<file path="src/rtl/pwm_ctrl_pkg.sv">
// Shared constants for the PWM duty ramp controller: widths, defaults,
// FSM state encoding, manual-request pending encoding and a saturating step.
package pwm_ctrl_pkg;

  localparam int DUTY_W        = 7;
  localparam int DIV_W         = 4;
  localparam int DUTY_MAX_DEF  = 127;
  localparam int DUTY_INIT_DEF = 63;

  // FSM state encoding
  localparam logic [1:0] ST_IDLE = 2'd0;
  localparam logic [1:0] ST_RAMP = 2'd1;
  localparam logic [1:0] ST_DONE = 2'd2;

  // Pending manual request encoding
  localparam logic [1:0] PEND_NONE = 2'd0;
  localparam logic [1:0] PEND_INC  = 2'd1;
  localparam logic [1:0] PEND_DEC  = 2'd2;

  // One duty step up or down, clamped to [0, maxv]
  function automatic logic [DUTY_W-1:0] sat_step(input logic [DUTY_W-1:0] d,
                                                  input logic              up,
                                                  input logic [DUTY_W-1:0] maxv);
    logic [DUTY_W-1:0] r;
    if (up) r = (d >= maxv) ? maxv : d + 1'b1;
    else    r = (d == '0)   ? '0   : d - 1'b1;
    return r;
  endfunction

endpackage

</file>
<file path="src/rtl/pwm_step_timer.sv">
// Period divider for ramps: counts qualified period_end pulses and flags the
// one on which a duty step is due (every div+1 pulses).
module pwm_step_timer
  import pwm_ctrl_pkg::*;
(
  input  logic             clk,
  input  logic             reset,
  input  logic             period_end,
  input  logic             clear,
  input  logic [DIV_W-1:0] div,
  output logic             step_due
);

  logic [DIV_W-1:0] div_cnt_q, div_cnt_d;

  assign step_due = period_end && (div_cnt_q == div);

  // Next count: restart on clear or on a due step, otherwise count pulses
  always_comb begin
    div_cnt_d = div_cnt_q;
    if (clear || step_due) div_cnt_d = '0;
    else if (period_end)   div_cnt_d = div_cnt_q + 1'b1;
  end

  // Counter register
  always_ff @(posedge clk) begin
    if (reset) div_cnt_q <= '0;
    else       div_cnt_q <= div_cnt_d;
  end

endmodule

</file>
<file path="src/rtl/pwm_ramp_ctrl.sv">
// Duty-cycle controller for a PWM engine. Ramps duty_out toward a target one
// step per (step_div+1) PWM periods, or nudges it by manual +1/-1 requests.
// Every duty change lands on the edge that samples period_end.
//
// Pulse protocol: start, abort, inc_req, dec_req and period_end are single
// cycle strobes with no back-pressure; a strobe is consumed in the cycle it is
// high or dropped if the FSM state does not accept it. duty_load and done are
// single-cycle strobes out, aligned with the cycle the new state is visible.
module pwm_ramp_ctrl
  import pwm_ctrl_pkg::*;
#(
  parameter int DUTY_MAX  = DUTY_MAX_DEF,
  parameter int DUTY_INIT = DUTY_INIT_DEF
) (
  input  logic              clk,
  input  logic              reset,
  input  logic              period_end,
  input  logic              start,
  input  logic              abort,
  input  logic [DUTY_W-1:0] target,
  input  logic [DIV_W-1:0]  step_div,
  input  logic              inc_req,
  input  logic              dec_req,
  output logic [DUTY_W-1:0] duty_out,
  output logic              duty_load,
  output logic              busy,
  output logic              done,
  output logic              at_max,
  output logic              at_min,
  output logic [1:0]        fsm_state_o
);

  localparam logic [DUTY_W-1:0] MAXV  = DUTY_W'(DUTY_MAX);
  localparam logic [DUTY_W-1:0] INITV = DUTY_W'(DUTY_INIT);

  logic [1:0]        state_q, state_d;
  logic [DUTY_W-1:0] duty_q, duty_d;
  logic [DUTY_W-1:0] tgt_q, tgt_d;
  logic [DIV_W-1:0]  div_q, div_d;
  logic [1:0]        pend_q, pend_d;
  logic              load_q, load_d;

  logic              start_ok;
  logic              step_due;
  logic [DUTY_W-1:0] tgt_cap;
  logic [DUTY_W-1:0] man_val;
  logic [DUTY_W-1:0] ramp_val;

  assign start_ok = (state_q == ST_IDLE) && start && !abort;
  assign tgt_cap  = (target > MAXV) ? MAXV : target;
  assign man_val  = sat_step(duty_q, pend_q == PEND_INC, MAXV);
  assign ramp_val = (tgt_q > duty_q) ? duty_q + 1'b1 : duty_q - 1'b1;

  // Only periods seen while ramping advance the divider
  pwm_step_timer u_timer (
    .clk        (clk),
    .reset      (reset),
    .period_end (period_end && (state_q == ST_RAMP)),
    .clear      (start_ok),
    .div        (div_q),
    .step_due   (step_due)
  );

  // FSM, ramp stepping and manual pending handling
  always_comb begin
    state_d = state_q;
    duty_d  = duty_q;
    tgt_d   = tgt_q;
    div_d   = div_q;
    pend_d  = pend_q;
    load_d  = 1'b0;
    case (state_q)
      ST_IDLE: begin
        if (start_ok) begin
          tgt_d   = tgt_cap;
          div_d   = step_div;
          pend_d  = PEND_NONE;
          state_d = (tgt_cap != duty_q) ? ST_RAMP : ST_DONE;
        end else begin
          // Apply an older pending request first; a request arriving in the
          // same cycle becomes the new pending value.
          if (period_end && (pend_q != PEND_NONE)) begin
            pend_d = PEND_NONE;
            if (man_val != duty_q) begin
              duty_d = man_val;
              load_d = 1'b1;
            end
          end
          if (inc_req && dec_req) pend_d = PEND_NONE;
          else if (inc_req)       pend_d = PEND_INC;
          else if (dec_req)       pend_d = PEND_DEC;
        end
      end
      ST_RAMP: begin
        if (abort) begin
          state_d = ST_IDLE;
        end else if (step_due) begin
          duty_d = ramp_val;
          load_d = 1'b1;
          if (ramp_val == tgt_q) state_d = ST_DONE;
        end
      end
      ST_DONE: state_d = ST_IDLE;
      default: state_d = ST_IDLE;
    endcase
  end

  // State registers
  always_ff @(posedge clk) begin
    if (reset) begin
      state_q <= ST_IDLE;
      duty_q  <= INITV;
      tgt_q   <= INITV;
      div_q   <= '0;
      pend_q  <= PEND_NONE;
      load_q  <= 1'b0;
    end else begin
      state_q <= state_d;
      duty_q  <= duty_d;
      tgt_q   <= tgt_d;
      div_q   <= div_d;
      pend_q  <= pend_d;
      load_q  <= load_d;
    end
  end

  assign duty_out    = duty_q;
  assign duty_load   = load_q;
  assign busy        = (state_q == ST_RAMP);
  assign done        = (state_q == ST_DONE);
  assign at_max      = (duty_q == MAXV);
  assign at_min      = (duty_q == '0);
  assign fsm_state_o = state_q;

endmodule

</file>
<file path="config.mk">
export PLATFORM = sky130hd
export DESIGN_NAME = pwm_ramp_ctrl
export DESIGN_NICKNAME = d
export VERILOG_FILES = /design/src/rtl/pwm_ctrl_pkg.sv /design/src/rtl/pwm_step_timer.sv /design/src/rtl/pwm_ramp_ctrl.sv
export SDC_FILE = /design/constraint.sdc
export NUM_CORES = 1
export LEC_CHECK = 0
export ABC_AREA = 1
export BUFFER_PORTS_ARGS = -buffer_cell sky130_fd_sc_hd__buf_2
export CORE_MARGIN = 2
export CORE_UTILIZATION = 55
export CTS_CLUSTER_DIAMETER = 120
export DETAILED_ROUTE_END_ITERATION = 12
export PLACE_DENSITY = 0.77
export REMOVE_ABC_BUFFERS = 1
export SETUP_SLACK_MARGIN = 0.3
export SYNTH_ARGS = -nofsm -noshare
export SYNTH_HDL_FRONTEND = slang
export SYNTH_HIERARCHICAL = 1
export SYNTH_SLANG_ARGS = --single-unit
</file>
<file path="constraint.sdc">
create_clock -name clk -period 2.85 [get_ports clk]
set_input_delay 0.57 -clock clk [delete_from_list [all_inputs] [get_ports clk]]
set_output_delay 0.57 -clock clk [all_outputs]
set_load 0.03 [all_outputs]
</file>
Yosys cells after proc, flatten, opt, wreduce, memory -nomap -nowiden
Cells that the tools add are included.
{"block": "totals", "reg_bits": 27, "latch_bits": 0, "ramBits": 0, "romBits": 0, "inputBits": 18, "out_inout_bits": 14, "n_memories": 0}
{"block": "op_classes", "addsub": 3, "n_mul": 0, "div_mod_pow": 0, "magnitude_cmp": 3, "n_eq_ne": 16, "shift": 0, "n_mux": 28, "bitwise_logic": 0, "reduce_logical": 18}
{"op": "two-way mux 7 bit", "count": 10}
{"op": "two-way mux 2 bit", "count": 10}
{"op": "inequality test 7 bit", "count": 2}
{"op": "one-hot mux 7 bit (2 select lines)", "count": 1}
{"op": "inequality test 2 x 1 -> 1 bit, second input constant", "count": 4}
{"op": "adder 7 x 1 -> 7 bit, second input constant", "count": 1}
{"op": "equality test 7 bit", "count": 1}
{"op": "equality test 7 bit, second input constant", "count": 1}
{"op": "greater-or-equal comparator 7 bit, second input constant", "count": 1}
{"op": "> comparator 7 bit", "count": 1}
{"op": "> comparator 7 bit, second input constant", "count": 1}
{"op": "zero test 7 bit", "count": 1}
{"op": "subtractor 7 x 1 -> 7 bit, second input constant", "count": 1}
{"op": "logical AND 1 bit", "count": 6}
{"op": "inequality test 3 x 2 -> 1 bit, second input constant", "count": 2}
{"op": "AND reduction 6 bit", "count": 1}
{"op": "two-way mux 1 bit", "count": 5}
{"op": "nonzero test 5 bit", "count": 1}
{"op": "adder 4 x 1 -> 4 bit, second input constant", "count": 1}
{"op": "equality test 2 x 1 -> 1 bit, second input constant", "count": 2}
{"op": "equality test 4 bit", "count": 1}
{"op": "inequality test 2 bit, second input constant", "count": 2}
{"op": "one-hot mux 2 bit (2 select lines)", "count": 1}
{"op": "AND reduction 2 bit", "count": 2}
{"op": "8 further kinds", "count": 9}

Longest topological paths before layout
Gate-level depths: netlist of the first run.
{"block": "depth", "word_depth": 8, "depth_mapped": 18}

By module
The synthesis of the first run kept the hierarchy.
{"module": "pwm_ramp_ctrl", "instances": 1, "cells_each": 298, "area_each_um2": 1904.3, "seq_area_each_um2": 460.4}
{"module": "pwm_step_timer", "instances": 1, "cells_each": 40, "area_each_um2": 259.0, "seq_area_each_um2": 80.1}

Worst setup path before layout of the first run
Ideal clock, no wire load.
{"block": "synth_path", "path_type": "register to register", "start": "register state_q[0] (netlist: fsm_state_o[0])", "end": "register state_q[0] (netlist: fsm_state_o[0])", "setup_ns": 0.116, "arrival_time_ns": 2.639, "slack_ns": 0.095, "path_stages_with_launch": 19, "period_less_slack_ns": 2.755, "path_cell_list": "dfxtp_1 inv_1 nor2_1 inv_1 clkbuf_1 nor2_1 nand2_1 nor2_2 nand3_2 inv_1 inv_1 nor2_1 nand2_1 inv_1 nand2_1 nor2_1 nand2_1 nand2_1 a21oi_1"}
{"block": "synth_between", "elab_chain_cells": 5, "elab_cells_between_ends": 11}
{"element": "from (decl)", "line_no": "pwm_ramp_ctrl.sv:36", "rtl": "logic [1:0] state_q, state_d;"}
{"element": "from (signal assigned)", "line_no": "pwm_ramp_ctrl.sv:118", "rtl": "state_q <= state_d;"}
{"element": "equality test 2 x 1 -> 1 bit"}
{"element": "named net busy", "line_no": "pwm_ramp_ctrl.sv:26", "rtl": "output logic busy,"}
{"element": "logical AND 1 bit", "line_no": "pwm_ramp_ctrl.sv:58", "rtl": ".period_end (period_end && (state_q == ST_RAMP)),"}
{"element": "logical AND 1 bit", "line_no": "pwm_step_timer.sv:16", "rtl": "assign step_due = period_end && (div_cnt_q == div);"}
{"element": "named net step_due", "line_no": "pwm_ramp_ctrl.sv:44", "rtl": "logic step_due;"}
{"element": "inequality test 3 x 2 -> 1 bit (no source line)"}
{"element": "AND reduction 3 bit (no source line)"}
The timed path passes the listed nets, and every way through them passes these cells.
A chain may end at the register's enable or synchronous reset.

Worst setup path in the final report of the first run
{"block": "layout_path", "start": "register duty_q[0] (netlist: duty_out[0])", "end": "output port at_max"}
{"block": "layout_between", "elab_chain_cells": 1}
{"element": "from (decl)", "line_no": "pwm_ramp_ctrl.sv:37", "rtl": "logic [DUTY_W-1:0] duty_q, duty_d;"}
{"element": "from (signal assigned)", "line_no": "pwm_ramp_ctrl.sv:119", "rtl": "duty_q <= duty_d;"}
{"element": "equality test 7 bit", "line_no": "pwm_ramp_ctrl.sv:131", "rtl": "assign at_max = (duty_q == MAXV);"}
{"element": "to (decl)", "line_no": "pwm_ramp_ctrl.sv:28", "rtl": "output logic at_max,"}
Every way passes these cells.

==> results of run 1 <==
sequential cells by signal, summed over array words and instances, names as in the netlist:
| name | flops |
|---|---|
| duty_out | 7 |
| tgt_q | 7 |
| div_q | 4 |
| u_timer/div_cnt_q | 4 |
| fsm_state_o | 2 |
| pend_q | 2 |
| duty_load | 1 |
cell usage in the layout, fill, tap and decap left out:
| master | netlist | final |
|---|---|---|
| a211oi_1 | 1 | 1 |
| a21oi_1 | 12 | 12 |
| a31oi_1 | 1 | 1 |
| buf_2 | 1 | 31 |
| buf_4 | 3 | 8 |
| clkbuf_8 | 0 | 3 |
| clkinv_1 | 1 | 1 |
| clkinvlp_4 | 0 | 1 |
| dfxtp_1 | 27 | 25 |
| dfxtp_2 | 0 | 2 |
| ha_1 | 11 | 11 |
| inv_1 | 39 | 39 |
| inv_2 | 7 | 7 |
| nand2_1 | 88 | 88 |
| nand2_2 | 9 | 9 |
| nand2_4 | 1 | 1 |
| nand3_1 | 34 | 34 |
| nand3_2 | 4 | 4 |
| nand4_1 | 1 | 1 |
| nand4_2 | 2 | 2 |
| nor2_1 | 37 | 37 |
| nor2_2 | 5 | 5 |
| nor2_4 | 6 | 6 |
| nor3_1 | 1 | 1 |
| nor4_1 | 1 | 1 |
| o211ai_1 | 5 | 5 |
| o21ai_0 | 18 | 18 |
| o311ai_0 | 1 | 1 |
| o31ai_1 | 2 | 2 |
| xnor2_1 | 7 | 7 |
| xor2_1 | 10 | 10 |
power groups by stage:
stage | Sequential (µW) | Clock (µW) | Combinational (µW)
after floorplan | 464 | 0 | 330
after global placement | 435 | 0 | 491
after detailed placement | 436 | 0 | 495
after CTS | 427 | 242 | 498
after global routing | 432 | 259 | 562
final | 428 | 237 | 505
worst paths after layout:
check                endpoint        start  slack, ps
hold / removal      pend_q[0]    pend_q[0]        490
setup reg to reg  duty_out[4]  duty_out[0]        560
setup / recovery       at_max  duty_out[0]        520
hold reg to reg     pend_q[0]    pend_q[0]        490
kinds of logic after synthesis:
logic type / Yosys count
adder cells (fa/ha/maj): 11
AO/OA/AOI/OAI: 40
XOR/XNOR: 17
AND/OR/NAND/NOR: 189
flip-flops: 27
buffers and inverters: 54
repair_timing:
item                                    4_1_cts  5_1_grt
resized for setup                             0        2
endpoints found under the setup margin        0        3
buffers inserted                              0        0
metrics by stage:
stage | power (µW) | cells | setup WS (ps) | util [%] | area (µm²)
2_1_floorplan | 794 | 331 | 93.7 | - | 2120
3_3_place_gp | 926 | 418 | 535 | 64.4 | 2390
3_5_place_dp | 931 | 418 | 465 | 64.4 | 2390
4_1_cts | 1170 | 422 | 429 | 65.7 | 2440
5_1_grt | 1250 | 422 | 332 | 65.8 | 2440
6_report | 1170 | 422 | 519 | 65.8 | 2440
layer usage:
metal	vias to the layer above	track usage (%)	share of wire, %
met5	-	0	0
met4	0	5.87	1.2
met3	8	6.42	8.5
met2	92	43.1	45
met1	1007	38.7	45
li1	1147	-	-
worst register-to-register path, delay by kind of cell (launching register included):
| kind | cells | cell delay (ps) |
|---|---|---|
| buf+inv | 1 | 70 |
| fa+ha+maj | 1 | 340 |
| flops | 1 | 540 |
| simple gates | 12 | 1240 |
cell type report:
type | count | share of cell area [%]
multi-input combinational | 257 | 57.3
sequential | 27 | 22.2
clock buffer | 3 | 1.69
inverter | 47 | 7.22
tap | 48 | 2.46
timing repair buffer | 39 | 8.81
clock inverter | 1 | 0.307
==> reports/metrics.cfg, run 1 <==
[status]
status = finished, final reports clean

[setup_path]
crit_buf_inv = 2
worstRegToRegCells = 14
setup.worst_path.class = flip-flop to primary output
crit_chain = ha_1 -> nand2_2 -> nor2_2 -> nand2_1 -> inv_1 -> buf_2
cp_top_family = flip-flops
path_max_fanout = 8
end_kind = primary output
cp_slowest_cell = dfxtp_1
start_kind = flip-flop
required_ps = 2280
cp.depth = 6
slowest_delay_ps = 540
critPathArrivalTime_ps = 1760

[synthesis]
netlist_instances = 338
netlist_area_um2 = 2160
synth_xor_area_share_pct = 6.88
async_flop_share_pct = 0
ys_warn_count = 6
avgSynthCellArea_um2 = 6.40
synthDominantCellAreaShare_pct = 25.0
synth-seq-area-share_pct = 25.0
yosysMostFrequentCell = nand2_1
synth_top_family_by_area = simple AND/OR/NAND/NOR gates
ys.flop_type = dfxtp_1
synth_fa_ha_area_share_pct = 6.36
yosys.cell_types.count = 30
synthSimpleGateAreaFrac_pct = 41.1
synth_top_area_cell = dfxtp_1
synth_commonest_cells = nand2_1 (88), inv_1 (39), nor2_1 (37)
synth_area_leaders = dfxtp_1 (25%), nand2_1 (15%), nand3_1 (7.9%)
post_synth_mux_area_share_pct = 0
synth-seq-cells = 27
synth-compound-area-share_pct = 10.4
synth_edf_count = 0

[global_routing]
grt_max_degree = 20
grt_usage_pct = 27.6
grt_pass1_wl_um = 9450
antenna_found_initial = 0
overflow = 0
grt_pass1_vias = 2029

[clocking]
clock_latency_ps = 280
cts_buffer_depth = 2
clkTransAtPathRegs_ps = 100
cts.sinks = 27
cts_root_buf = clkbuf_8
h-tree-depth = 1
hold_buffers = 0
numCtsBuffers = 3
cts_tree = built

[placed_design]
numPortBuffers = 31
gp_congestion = 0.995
dp_hpwl_um = 4500

[min_path]
hold_depth = 2
hold_path_class = flip-flop to flip-flop

[floorplanning]
design.portCount = 32
fp.dieW_um = 66.7
dieHeight_um = 66.7
start_util_pct = 58.2
core_area_um2 = 3720
die_area_um2 = 4450
rows = 22

[power]
power_frac_comb_pct = 43.2
swShare_pct = 42.6
ir_worst_vdd_v = 0.000332
p_int_uw = 671
clkPwrFrac_pct = 20.2
seq_power_share_pct = 36.6
p_per_area_nw_per_um2 = 479
p_sw_uw = 498
p_leak_uw = 0.00124

[routing]
viasPerCell = 5.34
wl_um = 5720
first_pass_iters = 5
avgRoutedWirePerCell_um = 13.5
dr_total_vias = 2254
ant_nets = 0
drt_iter0_drc = 208
drc = 0

[timing]
layout_worst_path_cycle_share_pct = 81.8
min_period_ps = 2330
setup_viol = 0
rsz0062_at_grt = no
hold_violations = 0
max_freq_ghz = 0.429
setup_tns_ps = 0
clock_skew_ps = 8.29
worstMarginPinSlew_ps = 584
maxSlewViolCount = 0
slew_headroom_pct = 60.8
fin_hold_ws_ps = 486

[final_layout]
multi_input_area_um2 = 1400
n_antenna_cell = 0
ff_latch_area_um2 = 543
fin_nets = 404
drive_gt1_share_pct = 21.1
nFillCells = 363
syn_to_final_growth_pct = 13.0

[flow_run]
maxCapViolCount = 0

Note: power is estimated with default switching activity, not from simulation.
==> run 2, diff against run 1 <==
--- a/config.mk
+++ b/config.mk
@@ -8,7 +8,7 @@
 export ABC_AREA = 1
 export BUFFER_PORTS_ARGS = -buffer_cell sky130_fd_sc_hd__buf_2
 export CORE_MARGIN = 2
-export CORE_UTILIZATION = 55
+export CORE_UTILIZATION = 52
 export CTS_CLUSTER_DIAMETER = 120
 export DETAILED_ROUTE_END_ITERATION = 12
 export PLACE_DENSITY = 0.77
==> constraint.sdc (replaced) <==
create_clock -name clk -period 1.95 [get_ports clk]
set_input_delay 0.39 -clock clk [delete_from_list [all_inputs] [get_ports clk]]
set_output_delay 0.39 -clock clk [all_outputs]
set_load 0.03 [all_outputs]
==> reports/metrics.cfg, run 2 (synthesis results as in run 1) <==
[floorplanning]
start_util_pct = 54.1  ; -4.1 points
core_area_um2 = 4000  ; +7.6%
die_area_um2 = 4690  ; +5.4%
fp.dieW_um = 68.5  ; +2.7%
rows = 23  ; +4.5%
design.portCount = 32  ; unchanged
dieHeight_um = 68.5  ; +2.7%

[setup_path]
r2r_start = duty_out[4]
start_kind = flip-flop
timing.rr.end = fsm_state_o[0]
required_ps = 2130  ; -150 ps
critPathArrivalTime_ps = 2090  ; +330 ps
path_common_cell = nand2_1
cp_slowest_cell = dfxtp_2
setup.worst_path.class = flip-flop to flip-flop
cp_top_family = simple AND/OR/NAND/NOR gates
r2r_slack_ps = 30  ; -530 ps
end_kind = flip-flop
path_max_fanout = 7  ; -1
worstRegToRegCells = 15  ; +1
slowest_delay_ps = 350  ; -190 ps
crit_chain = inv_2 -> ha_4 -> nand2_4 -> nor2_4 -> nand4_4 -> nand2_4 -> nand2_2 -> nand2_2 -> nand2_1 -> nand2_1 -> nand2_1 -> nor2_1 -> nand2_1 -> nand2_1 -> a21oi_2
crit_buf_inv = 1  ; -1

[final_layout]
fin_nets = 436  ; +7.9%
postLayoutCellArea_um2 = 2940  ; +20%
drive_gt1_share_pct = 37.9  ; +17 points
n_antenna_cell = 0  ; unchanged
final_common_cell = nand2_1
syn_to_final_growth_pct = 35.7
nFillCells = 322  ; -11%
final_cell_mix = nand2_1 (80), buf_4 (37), nor2_1 (35)

[clocking]
cts_buffer_depth = 2  ; unchanged
clock_latency_ps = 280  ; about the same
cts.sinks = 27  ; unchanged
clkTransAtPathRegs_ps = 100  ; about the same
cts_tree = built
numCtsBuffers = 3  ; unchanged
h-tree-depth = 1  ; unchanged
cts_root_buf = clkbuf_8

[min_path]
hold_start = target[2]
hold_path_class = input pin to flip-flop
hold_depth = 3  ; +1
hold_end = tgt_q[2]

[timing]
layout_worst_path_cycle_share_pct = 98.3
clock_skew_ps = 6.77  ; -1.52 ps
hold_violations = 0  ; unchanged
maxSlewViolCount = 0  ; unchanged
min_period_ps = 1920
worst_slack_ps = 33.6  ; -486 ps
rsz0062_at_grt = yes
slew_headroom_pct = 75.4  ; +15 points
worstMarginPinSlew_ps = 366  ; -219 ps
max_freq_ghz = 0.522
setup_viol = 0  ; unchanged
fin_hold_ws_ps = 348  ; -138 ps

[global_routing]
grt_pass1_wl_um = 10300  ; +8.6%
grt_pass1_vias = 2255  ; +11%
antenna_found_initial = 0  ; unchanged
grt_usage_pct = 29.2  ; +1.6 points
overflow = 0  ; unchanged
grt_max_degree = 18  ; -10%

[placed_design]
post-place-ws_ps = -93.2  ; -558 ps
numPortBuffers = 31  ; unchanged
dp_hpwl_um = 4780  ; +6.2%
gp_congestion = 1.01  ; +1.1%
placed_area_um2 = 2600  ; +8.6%

[routing]
dr_total_vias = 2391  ; +6.1%
first_pass_iters = 4  ; -1
viasPerCell = 5.24  ; -1.8%
ant_nets = 0  ; unchanged
wl_um = 6330  ; +11%
drc = 0  ; unchanged
avgRoutedWirePerCell_um = 13.9  ; +2.4%
drt_iter0_drc = 148  ; -29%

[power]
p_leak_uw = 0.00141  ; +13%
finalPower_uw = 1980  ; +70%
p_per_area_nw_per_um2 = 676  ; +41%
ir_worst_vdd_v = 0.000355  ; +6.9%

[flow_run]
maxCapViolCount = 0  ; unchanged

[status]
status = finished, final reports clean

==> run 2: changes by cell type in the layout (fill, tap and decap cells not counted), sizes merged <==
cell / before / now
clkinvlp: 1 / 0
buf: 39 / 71
clkinv: 1 / 2
==> run 2: how the worst max path moves through the flow <==
stage | from | endpoint | depth (start not counted)
global placement | duty_out[6] | fsm_state_o[0] | 15
floorplan | fsm_state_o[0] | fsm_state_o[0] | 17
global route | fsm_state_o[0] | fsm_state_o[0] | 17
CTS | duty_out[3] | fsm_state_o[0] | 15
finish | duty_out[4] | fsm_state_o[0] | 15
detailed placement | duty_out[6] | fsm_state_o[0] | 15
==> run 2: metal layers <==
metal | vias up | track usage, % | routed length, µm
met5 | - | 0 | 0
met3 | 11 | 3.25 | 411
met2 | 80 | 50.7 | 3060
li1 | 1205 | - | -
met1 | 1095 | 38.0 | 2730
met4 | 0 | 8.50 | 123
==> run 2: timing repair <==
action	CTS	global route
buffers inserted	5	0
setup endpoints to repair	12	12
pin swaps	22	2
gates resized for setup	58	6
hold buffers	0	0
==> run 2: cell type report <==
| class | instances | area [µm²] | area share, % |
|---|---|---|---|
| inverters | 47 | 179 | 6.10 |
| repair buffers | 71 | 479 | 16.3 |
| well taps | 50 | 62.6 | 2.13 |
| flip-flops and latches | 27 | 556 | 18.9 |
| clock buffers | 3 | 41.3 | 1.41 |
| multi-input cells | 257 | 1610 | 54.9 |
| clock inverters | 1 | 5.00 | 0.171 |
==> run 2: through the flow <==
stage / TNS (ps) / util [%] / std cells
after global routing: -172 / 73.4 / 456
after CTS: 0 / 73.0 / 456
after detailed placement: -229 / 64.9 / 447
after global placement: -80.3 / 64.9 / 447
final: 0 / 73.4 / 456
after floorplan: -9050 / - / 331
==> run 2: report_power, final <==
part | switching, µW | internal (µW)
clock network | 190 | 144
registers | 35.6 | 591
logic | 603 | 421
total | 829 | 1160
==> run 2: tightest hold or removal path, delay by kind of cell <==
| family | cells | cell delay [ps] |
|---|---|---|
| buf+inv | 1 | 100 |
| simple gates | 1 | 50 |
| compound gates | 1 | 60 |
==> run 3, diff against run 2 <==
--- a/config.mk
+++ b/config.mk
@@ -5,13 +5,12 @@
 export SDC_FILE = /design/constraint.sdc
 export NUM_CORES = 1
 export LEC_CHECK = 0
-export ABC_AREA = 1
 export BUFFER_PORTS_ARGS = -buffer_cell sky130_fd_sc_hd__buf_2
 export CORE_MARGIN = 2
 export CORE_UTILIZATION = 52
 export CTS_CLUSTER_DIAMETER = 120
 export DETAILED_ROUTE_END_ITERATION = 12
-export PLACE_DENSITY = 0.77
+export PLACE_DENSITY = 0.76
 export REMOVE_ABC_BUFFERS = 1
 export SETUP_SLACK_MARGIN = 0.3
 export SYNTH_ARGS = -nofsm -noshare
==> reports/metrics.cfg, run 3 <==
[status]
status = complete, but fails checks
violations = negative setup slack

[min_path]
hold_path_class = input pin to flip-flop

[flow_run]
maxCapViolCount = 0  ; unchanged

[timing]
slew_headroom_pct = 41.6  ; -34 points
worstMarginPinSlew_ps = 854  ; +488 ps
layout_worst_path_cycle_share_pct = 143  ; +45 points
max_freq_ghz = 0.358  ; -31%
fin_hold_ws_ps = 315  ; -32.7 ps
worst_slack_ps = -846  ; -880 ps
hold_violations = 0  ; unchanged
min_period_ps = 2800  ; +880 ps
setup_viol = 12  ; +12
rsz0062_at_grt = yes
maxSlewViolCount = 0  ; unchanged
clock_skew_ps = 4.29  ; -2.48 ps

[routing]
ant_nets = 0  ; unchanged
avgRoutedWirePerCell_um = 26.3  ; +89%
drc = 0  ; unchanged
wl_um = 11900  ; +88%
drt_iter0_drc = 607  ; +310%
dr_total_vias = 3274  ; +37%
viasPerCell = 7.23  ; +38%
first_pass_iters = 7  ; +3

[clocking]
clkTransAtPathRegs_ps = 110  ; about the same
numCtsBuffers = 3  ; unchanged
cts.sinks = 27  ; unchanged
cts_tree = built
hold_buffers = 0  ; unchanged
cts_root_buf = clkbuf_8
cts_buffer_depth = 2  ; unchanged
clock_latency_ps = 290  ; about the same
h-tree-depth = 1  ; unchanged

[synthesis]
synth-seq-area-share_pct = 23.9  ; -1.1 points
ys_warn_count = 6  ; unchanged
async_flop_share_pct = 0  ; unchanged
synth_commonest_cells = dfxtp_1 (27), nand2_1 (22), nor2_1 (22)
netlist_instances = 287  ; -15%
synth_area_leaders = dfxtp_1 (24%), ha_1 (6.1%), mux2i_1 (5.3%)
synth_top_area_cell = dfxtp_1
synth-seq-cells = 27  ; unchanged
avgSynthCellArea_um2 = 7.89  ; +23%
ys.flop_type = dfxtp_1
synthDominantCellAreaShare_pct = 23.9  ; -1.1 points
netlist_area_um2 = 2260  ; +4.7%
synth_edf_count = 0  ; unchanged
yosys.cell_types.count = 61  ; +100%
yosysMostFrequentCell = dfxtp_1

[floorplanning]
start_util_pct = 55.4  ; +1.3 points
fp.dieW_um = 70.0  ; +2.2%
design.portCount = 32  ; unchanged
core_area_um2 = 4090  ; +2.2%
dieHeight_um = 70.0  ; +2.2%
rows = 23  ; unchanged
die_area_um2 = 4900  ; +4.4%

[placed_design]
placed_area_um2 = 2960  ; +14%
dp_cells = 422  ; -5.6%
post-place-ws_ps = -627  ; -534 ps
dp_hpwl_um = 5430  ; +14%
numPortBuffers = 31  ; unchanged
gp_congestion = 1.04  ; +3.5%

[setup_path]
path_max_fanout = 3  ; -4
required_ps = 2110  ; -20 ps
start_kind = flip-flop
cp_slowest_cell = a311oi_4
critPathArrivalTime_ps = 2960  ; +870 ps
end_kind = flip-flop
setup.worst_path.class = flip-flop to flip-flop
crit_chain = inv_1 -> ha_1 -> nand3_1 -> buf_4 -> o211a_1 -> a311oi_4 -> a21oi_2 -> nor4_2 -> o21a_1 -> a311oi_2
r2r_slack_ps = -850  ; -880 ps
slowest_delay_ps = 400  ; +50 ps

[final_layout]
final_cell_mix = buf_4 (86), buf_2 (28), nand2_1 (22)
postLayoutCellArea_um2 = 3630  ; +24%
n_antenna_cell = 0  ; unchanged
final_cells = 453  ; -0.66%
drive_gt1_share_pct = 50.4  ; +12 points
syn_to_final_growth_pct = 60.1
final_common_cell = buf_4
fin_nets = 433  ; -0.69%

[global_routing]
grt_pass1_wl_um = 14800  ; +44%
grt_pass1_vias = 2941  ; +30%
grt_usage_pct = 37.8  ; +8.5 points
antenna_found_initial = 0  ; unchanged
overflow = 0  ; unchanged
grt_max_degree = 18  ; unchanged

[power]
p_leak_uw = 0.00164  ; +16%
ir_worst_vdd_v = 0.000511  ; +44%
p_per_area_nw_per_um2 = 544  ; -20%

==> run 3: critical path, delay by kind of cell (launching register included) <==
family | cells | cell delay (ps)
AOI/OAI and AO/OA | 5 | 1110
and+or+nand+nor | 2 | 520
DFF | 1 | 370
buffers and inverters | 2 | 350
adders and majority gates | 1 | 330
==> run 3: final cells by class <==
cell class	instances	area (µm²)
fillers	201	460
inverters	15	56.3
clock inverters	1	7.51
well taps	50	62.6
clock buffers	3	41.3
repair buffers	129	963
flip-flops and latches	27	551
multi-input cells	228	1940
==> run 3: kinds of logic (layout without fill, tap and decap cells) <==
kind of cell	after synthesis	count (layout)	synth area share, %
flip-flops	27	27	23.9
multiplexers	17	17	7.79
AO/OA/AOI/OAI	76	76	24.5
buffers and inverters	32	148	5.30
XOR/XNOR	21	21	8.12
adder cells (fa/ha/maj)	11	11	6.08
AND/OR/NAND/NOR	103	103	24.3
==> run 3: power by group <==
| part | internal, µW | switching [µW] |
|---|---|---|
| sequential | 572 | 20.4 |
| clock | 146 | 212 |
| combinational | 460 | 562 |
| total | 1180 | 795 |
==> run 3: per-layer routing <==
metal / GRT usage (%) / routed length [µm] / vias up
met3: 6.49 / 1530 / 140
met1: 46.3 / 4020 / 1457
li1: - / - / 1297
met2: 62.5 / 5130 / 380
met4: 20.7 / 1210 / 0
met5: 0 / 0 / -
==> run 3: path summary, 6_finish.rpt <==
path	from	endpoint	cells after the start
max	duty_out[1]	fsm_state_o[0]	10
min	abort	fsm_state_o[1]	2
max reg2reg	duty_out[1]	fsm_state_o[0]	10
min reg2reg	div_q[2]	div_q[2]	2
==> run 3: stage by stage <==
stage / total power [µW] / utilization, % / TNS, ps
after floorplan: 956 / - / -8790
after global placement: 1220 / 72.5 / -5070
after detailed placement: 1230 / 72.5 / -5380
after CTS: 1680 / 80.4 / -5880
after global routing: 2000 / 88.7 / -8340
final: 1970 / 88.7 / -7990
==> run 3: repair_timing <==
item                                   CTS  global route
pin swaps                               17            26
endpoints found under the hold margin    0             0
resized for setup                       37            49
setup endpoints to repair               12            25
buffers inserted                        14            13
gates cloned                             0             0
